### config.mk
export PLATFORM = sky130hd
export DESIGN_NAME = cordic_sincos_arbiter
export DESIGN_NICKNAME = d
export VERILOG_FILES = /design/src/rtl/cordic_pkg.sv /design/src/rtl/rr_arbiter.sv /design/src/rtl/cordic_sincos_arbiter.sv
export SDC_FILE = /design/constraint.sdc
export NUM_CORES = 1
export LEC_CHECK = 0
export CAP_MARGIN = 10
export CORE_ASPECT_RATIO = 0.8
export CORE_UTILIZATION = 35
export CTS_CLUSTER_DIAMETER = 60
export CTS_CLUSTER_SIZE = 14
export DETAILED_ROUTE_END_ITERATION = 6
export PLACE_DENSITY = 0.74
export SETUP_SLACK_MARGIN = 0.3
export SLEW_MARGIN = 20
export SYNTH_ARGS = -nofsm -noshare
export SYNTH_HDL_FRONTEND = slang
export SYNTH_SLANG_ARGS = --single-unit
### constraint.sdc
create_clock -name clk -period 5.6 [get_ports clk]
set_clock_uncertainty 0.15 [all_clocks]
set_input_delay 0.56 -clock clk [delete_from_list [all_inputs] [get_ports clk]]
set_output_delay 0.56 -clock clk [all_outputs]
set_load 0.01 [all_outputs]
### src/rtl/cordic_pkg.sv
// Shared widths and FSM encoding for the CORDIC sine/cosine request arbiter
// and its round-robin grant logic.
package cordic_pkg;

  localparam int ANGLE_W = 32;
  localparam int DATA_W  = 16;
  localparam int IDX_W   = 3;

  typedef enum logic [1:0] {
    IDLE  = 2'd0,
    ISSUE = 2'd1,
    WAIT  = 2'd2,
    RESP  = 2'd3
  } arb_state_e;

  // Successor of a requester index, wrapping the last requester back to 0.
  function automatic logic [IDX_W-1:0] next_ptr(input logic [IDX_W-1:0] idx,
                                                 input int              num_req);
    if (idx == IDX_W'(num_req - 1)) begin
      return '0;
    end else begin
      return idx + IDX_W'(1);
    end
  endfunction

endpackage

### src/rtl/rr_arbiter.sv
// Round-robin arbiter: searches req starting at index ptr (wrapping at N)
// and returns a one-hot grant plus its binary index.
module rr_arbiter
  import cordic_pkg::*;
#(
  parameter int N = 4
) (
  input  logic [N-1:0]     req,
  input  logic [IDX_W-1:0] ptr,
  output logic [N-1:0]     grant,
  output logic [IDX_W-1:0] grant_idx,
  output logic             grant_any
);

  logic [7:0] req_ext_s;

  assign req_ext_s = 8'(req);

  // First requesting index at or after ptr, modulo N.
  always_comb begin
    logic [3:0] cand;
    cand      = 4'd0;
    grant_idx = '0;
    grant_any = 1'b0;
    for (int i = 0; i < N; i++) begin
      cand = {1'b0, ptr} + 4'(i);
      if (cand >= 4'(N)) begin
        cand = cand - 4'(N);
      end else begin
        cand = cand;
      end
      if (!grant_any && req_ext_s[cand[2:0]]) begin
        grant_idx = cand[2:0];
        grant_any = 1'b1;
      end else begin
        grant_any = grant_any;
      end
    end
  end

  always_comb begin
    grant = '0;
    for (int j = 0; j < N; j++) begin
      grant[j] = grant_any && (grant_idx == IDX_W'(j));
    end
  end

endmodule

### src/rtl/cordic_sincos_arbiter.sv
// Shares one external CORDIC sine/cosine core among NUM_REQ requesters with
// round-robin grants, a start/response handshake and a result timeout.
module cordic_sincos_arbiter
  import cordic_pkg::*;
#(
  parameter int NUM_REQ = 4,
  parameter int TIMEOUT = 64
) (
  input  logic                        clk,
  input  logic                        rst_n,
  input  logic                        en,
  input  logic [NUM_REQ-1:0]          req_valid,
  input  logic [ANGLE_W*NUM_REQ-1:0]  req_angle,
  output logic [NUM_REQ-1:0]          req_ready,
  output logic                        rsp_valid,
  output logic [IDX_W-1:0]            rsp_id,
  output logic signed [DATA_W-1:0]    rsp_sine,
  output logic signed [DATA_W-1:0]    rsp_cosine,
  output logic                        rsp_timeout,
  output logic                        busy,
  output logic                        core_enable,
  output logic                        core_start,
  output logic [ANGLE_W-1:0]          core_angle,
  input  logic signed [DATA_W-1:0]    core_sine,
  input  logic signed [DATA_W-1:0]    core_cosine,
  input  logic                        core_valid
);

  localparam int CNT_W = $clog2(TIMEOUT + 1);

  arb_state_e               state_q,       state_d;
  logic [IDX_W-1:0]         ptr_q,         ptr_d;
  logic [IDX_W-1:0]         gnt_idx_q,     gnt_idx_d;
  logic [CNT_W-1:0]         cnt_q,         cnt_d;
  logic                     core_vld_prv_q, core_vld_prv_d;
  logic signed [DATA_W-1:0] cap_sine_q,    cap_sine_d;
  logic signed [DATA_W-1:0] cap_cos_q,     cap_cos_d;
  logic                     cap_to_q,      cap_to_d;
  logic [NUM_REQ-1:0]       req_ready_q,   req_ready_d;
  logic                     rsp_valid_q,   rsp_valid_d;
  logic [IDX_W-1:0]         rsp_id_q,      rsp_id_d;
  logic signed [DATA_W-1:0] rsp_sine_q,    rsp_sine_d;
  logic signed [DATA_W-1:0] rsp_cos_q,     rsp_cos_d;
  logic                     rsp_to_q,      rsp_to_d;
  logic                     busy_q,        busy_d;
  logic                     core_en_q,     core_en_d;
  logic                     core_start_q,  core_start_d;
  logic [ANGLE_W-1:0]       core_angle_q,  core_angle_d;

  logic [NUM_REQ-1:0]       grant_s;
  logic [IDX_W-1:0]         grant_idx_s;
  logic                     grant_any_s;
  logic [ANGLE_W-1:0]       angle_sel_s;
  logic                     core_edge_s;
  logic [CNT_W-1:0]         cnt_inc_s;

  rr_arbiter #(
    .N (NUM_REQ)
  ) u_rr (
    .req       (req_valid),
    .ptr       (ptr_q),
    .grant     (grant_s),
    .grant_idx (grant_idx_s),
    .grant_any (grant_any_s)
  );

  // Angle slice belonging to the requester that would win this cycle.
  always_comb begin
    angle_sel_s = '0;
    for (int i = 0; i < NUM_REQ; i++) begin
      if (grant_s[i]) begin
        angle_sel_s = req_angle[i*ANGLE_W +: ANGLE_W];
      end else begin
        angle_sel_s = angle_sel_s;
      end
    end
  end

  assign core_edge_s = core_valid && !core_vld_prv_q;
  assign cnt_inc_s   = cnt_q + CNT_W'(1);

  // Next-state and registered-output computation. Each state's outputs
  // become visible in the cycle after the state itself.
  always_comb begin
    state_d        = state_q;
    ptr_d          = ptr_q;
    gnt_idx_d      = gnt_idx_q;
    cnt_d          = cnt_q;
    core_vld_prv_d = core_valid;
    cap_sine_d     = cap_sine_q;
    cap_cos_d      = cap_cos_q;
    cap_to_d       = cap_to_q;
    req_ready_d    = '0;
    rsp_valid_d    = 1'b0;
    rsp_id_d       = rsp_id_q;
    rsp_sine_d     = rsp_sine_q;
    rsp_cos_d      = rsp_cos_q;
    rsp_to_d       = rsp_to_q;
    core_en_d      = 1'b1;
    core_start_d   = 1'b0;
    core_angle_d   = core_angle_q;

    case (state_q)
      IDLE: begin
        if (en && grant_any_s) begin
          req_ready_d  = grant_s;
          gnt_idx_d    = grant_idx_s;
          core_angle_d = angle_sel_s;
          state_d      = ISSUE;
        end else begin
          state_d = IDLE;
        end
      end
      ISSUE: begin
        core_start_d = 1'b1;
        cnt_d        = '0;
        state_d      = WAIT;
      end
      WAIT: begin
        // A result edge wins over a timeout landing in the same cycle.
        if (core_edge_s) begin
          cap_sine_d = core_sine;
          cap_cos_d  = core_cosine;
          cap_to_d   = 1'b0;
          state_d    = RESP;
        end else if (cnt_inc_s == CNT_W'(TIMEOUT - 1)) begin
          cap_sine_d = '0;
          cap_cos_d  = '0;
          cap_to_d   = 1'b1;
          state_d    = RESP;
        end else begin
          cnt_d = cnt_inc_s;
        end
      end
      RESP: begin
        rsp_valid_d = 1'b1;
        rsp_id_d    = gnt_idx_q;
        rsp_sine_d  = cap_sine_q;
        rsp_cos_d   = cap_cos_q;
        rsp_to_d    = cap_to_q;
        ptr_d       = next_ptr(gnt_idx_q, NUM_REQ);
        state_d     = IDLE;
      end
      default: begin
        state_d = IDLE;
      end
    endcase

    busy_d = (state_d != IDLE);
  end

  // State and output registers with synchronous active-low reset.
  always_ff @(posedge clk) begin
    if (!rst_n) begin
      state_q        <= IDLE;
      ptr_q          <= '0;
      gnt_idx_q      <= '0;
      cnt_q          <= '0;
      core_vld_prv_q <= 1'b0;
      cap_sine_q     <= '0;
      cap_cos_q      <= '0;
      cap_to_q       <= 1'b0;
      req_ready_q    <= '0;
      rsp_valid_q    <= 1'b0;
      rsp_id_q       <= '0;
      rsp_sine_q     <= '0;
      rsp_cos_q      <= '0;
      rsp_to_q       <= 1'b0;
      busy_q         <= 1'b0;
      core_en_q      <= 1'b0;
      core_start_q   <= 1'b0;
      core_angle_q   <= '0;
    end else begin
      state_q        <= state_d;
      ptr_q          <= ptr_d;
      gnt_idx_q      <= gnt_idx_d;
      cnt_q          <= cnt_d;
      core_vld_prv_q <= core_vld_prv_d;
      cap_sine_q     <= cap_sine_d;
      cap_cos_q      <= cap_cos_d;
      cap_to_q       <= cap_to_d;
      req_ready_q    <= req_ready_d;
      rsp_valid_q    <= rsp_valid_d;
      rsp_id_q       <= rsp_id_d;
      rsp_sine_q     <= rsp_sine_d;
      rsp_cos_q      <= rsp_cos_d;
      rsp_to_q       <= rsp_to_d;
      busy_q         <= busy_d;
      core_en_q      <= core_en_d;
      core_start_q   <= core_start_d;
      core_angle_q   <= core_angle_d;
    end
  end

  assign req_ready   = req_ready_q;
  assign rsp_valid   = rsp_valid_q;
  assign rsp_id      = rsp_id_q;
  assign rsp_sine    = rsp_sine_q;
  assign rsp_cosine  = rsp_cos_q;
  assign rsp_timeout = rsp_to_q;
  assign busy        = busy_q;
  assign core_enable = core_en_q;
  assign core_start  = core_start_q;
  assign core_angle  = core_angle_q;

endmodule
==> impl_metrics.ini <==
[run_status]
status = finished, final reports clean

[cells_and_area]
drive_above_1_share_pct = 6.59
nNetsFinal = 1029
fillCellCount = 1424
final_cells = 1085
final_cell_mix = clkdlybuf4s50_1, dfxtp_1, nor2b_1
layout_commonest_cell = clkdlybuf4s50_1
syn_to_final_growth_pct = 53.0

[logic_synthesis]
async_flop_share_pct = 0
synth-seq-area-share_pct = 42.7
syn_nets = 809
yosys_register_bits = 125
synthCells = 632
synth_edf_count = 0
ys_warn_count = 0
syn_avg_cell_area_um2 = 9.27
synth_ff_type = dfxtp_1
synthesis.area_mm2 = 0.00586
synth_cell_types = 49

[clock_tree]
cts_max_path_buffers = 2
numCtsBuffers = 17
cts.clk_slew.worst_paths_ns = 0.06
htree_levels = 4
clk_latency_ns = 0.41
cts.sinks = 125
cts_tree = done
cts_resized = 0
post_cts_buffers = 0
root_buffer = clkbuf_16
postCtsHoldBufs = 0

[timing]
slew_violations = 0
max_freq_mhz = 270
worst-slew-pin-transition_ns = 0.975
grt_setup_unrepaired = no
fin_ws_ns = 1.89
timing.final.crit_period_ns = 3.71
post-route-period-util_pct = 66.2
fin_tns_setup_ns = 0
hold_violations = 0
setup_viol = 0
relSlewSlack_pct = 34.8

[global_routing]
grt_pass1_wl_um = 28100
grt.total_usage_pct = 20.8
gr-total-overflow = 0
grt_pass1_vias = 5085
grt_max_degree = 88
antenna_found_initial = 5

[critical_path]
crit_family = compound AO/OA/AOI/OAI gates
critPathKind = reg2reg
max_stage_delay_ns = 0.58
worstPathCellList = inv_1, ha_1, mux2_4, a211oi_1, o21ai_1, o22ai_2, buf_4, nand2_2, o21a_1, a22o_1
crit_fanout = 38
critical_path_required_ns = 5.75
start_kind = flip-flop
arrival_ns = 3.86
worst_setup_path_end_kind = flip-flop
path_buf_inv = 2
cp_slowest_cell = dfxtp_1

[worst_hold_path]
hold_class = in2reg

[floorplanning]
start_util_pct = 36.5
die_w_um = 147
die_height_um = 118
rows = 41
die_area_mm2 = 0.0173
ios = 244
coreArea_mm2 = 0.0161

[flow_run]
maxCapViolCount = 0

[place]
dp_hpwl_um = 12900
post-place-cells = 1048
gp_congestion = 0.918
place_ws_ns = 1.88
io_buffers = 243

[power_and_ir_drop]
p_seq_share_pct = 38.9
intPower_uw = 1820
clock_power_share_pct = 43.6
switching_share_pct = 25.5
p_leak_uw = 0.00325
p_sw_uw = 623
ir_drop_mv = 0.202
powerDensity_mw_per_mm2 = 273
p_comb_share_pct = 17.5

[routing]
vias = 5417
wl_um = 18300
vias_per_cell = 4.99
drcViolationCount = 0
drtIter0Drc = 333
post_drt_wl_per_cell_um = 16.9
drt_pass1_iterations = 4
antenna_left = 0
==> cells in the mapped netlist (2+ instances only) <==
cell      number  area [um2]
dfxtp_1      125        2500
nor2b_1       74         463
inv_1         43         161
mux2i_1       41         410
nand2_1       41         154
o21ai_0       37         185
o21a_1        35         263
a22oi_1       32         240
o211ai_1      32         240
a22o_1        31         272
clkbuf_1      28         105
buf_2         14        70.1
nand3_1       10        50.1
ha_1           9         113
nor2_1         9        33.8
nand2b_1       7        43.8
and2_1         6        37.5
buf_6          6        67.6
a21boi_0       4        30.0
a21oi_1        4        20.0
nor3_1         4        20.0
a211oi_1       3        22.5
and3_1         3        18.8
o211a_1        3        30.0
a21o_1         2        15.0
a31oi_1        2        12.5
mux2_2         2        22.5
nand4_1        2        12.5
o22ai_1        2        12.5
or2_2          2        12.5
==> final cells by class <==
type,instances,area (um2),share of cell area [%]
Antenna cell,5,12.5,0.140
Clock buffer,21,470,5.25
Clock inverter,11,106,1.19
Inverter,43,161,1.80
Multi-Input combinational cell,415,2960,33.0
Sequential cell,125,2500,27.9
Tap cell,215,269,3.00
Timing Repair Buffer,250,2480,27.7
==> cells by family after synthesis <==
kind of cell	count (synthesis)	synth area share, %
multiplexers	45	8.03
AND/OR/NAND/NOR	163	15.2
buffers and inverters	92	7.03
adder cells (fa/ha/maj)	9	1.92
flip-flops	125	42.7
AO/OA/AOI/OAI	196	24.8
XOR/XNOR	2	0.299
==> per-layer routing <==
metal	GRT usage (%)	wire length (um)	vias to the layer above
met3	7.02	1830	16
met5	0	0	-
met1	26.3	7780	2478
li1	-	-	2671
met4	8.27	260	0
met2	32.4	8470	252
==> worst min-delay path: cells and delay by family <==
kind,cells,cell delay [ns]
buffers and inverters,1,0.12
AO/OA/AOI/OAI,2,0.12
==> power groups by stage <==
| stage | sequential [uW] | combinational (uW) | clock, uW |
|---|---|---|---|
| 5_1_grt | 954 | 462 | 1130 |
| 2_1_floorplan | 978 | 200 | 0 |
| 4_1_cts | 950 | 434 | 1090 |
| 6_report | 950 | 429 | 1070 |
| 3_5_place_dp | 969 | 432 | 0 |
| 3_3_place_gp | 970 | 429 | 0 |
==> flip-flops by register name (all words and copies together) (netlist names), 2 cells and up <==
name,count
cap_sine_q,16
cnt_q,7
state_q,2
rsp_sine,16
gnt_idx_q,3
cap_cos_q,16
ptr_q,3
core_angle,32
rsp_id,3
rsp_cosine,16
req_ready,4
==> worst paths after layout <==
check,cells after the start,startpoint,slack [ns],endpoint
worst max-delay path,10,ptr_q[0]$_SDFFE_PN0P_,1.89,core_angle[16]$_SDFFE_PN0P_
worst min-delay path,3,rst_n,0.29,core_angle[30]$_SDFFE_PN0P_
worst max register to register,10,ptr_q[0]$_SDFFE_PN0P_,1.89,core_angle[16]$_SDFFE_PN0P_
worst min register to register,1,core_angle[24]$_SDFFE_PN0P_,0.33,core_angle[24]$_SDFFE_PN0P_
==> stage by stage <==
step / hold WS (ns) / util [%] / power [uW] / instance area [um2]
after global routing: 0.309 / 55.8 / 2550 / 8950
after floorplan: 0.294 / - / 1180 / 5860
final: 0.287 / 55.8 / 2440 / 8960
after detailed placement: 0.313 / 52.1 / 1400 / 8370
after global placement: 0.312 / 52.1 / 1400 / 8370
after CTS: 0.267 / 55.7 / 2470 / 8940
(Power assumes the default switching activity.)
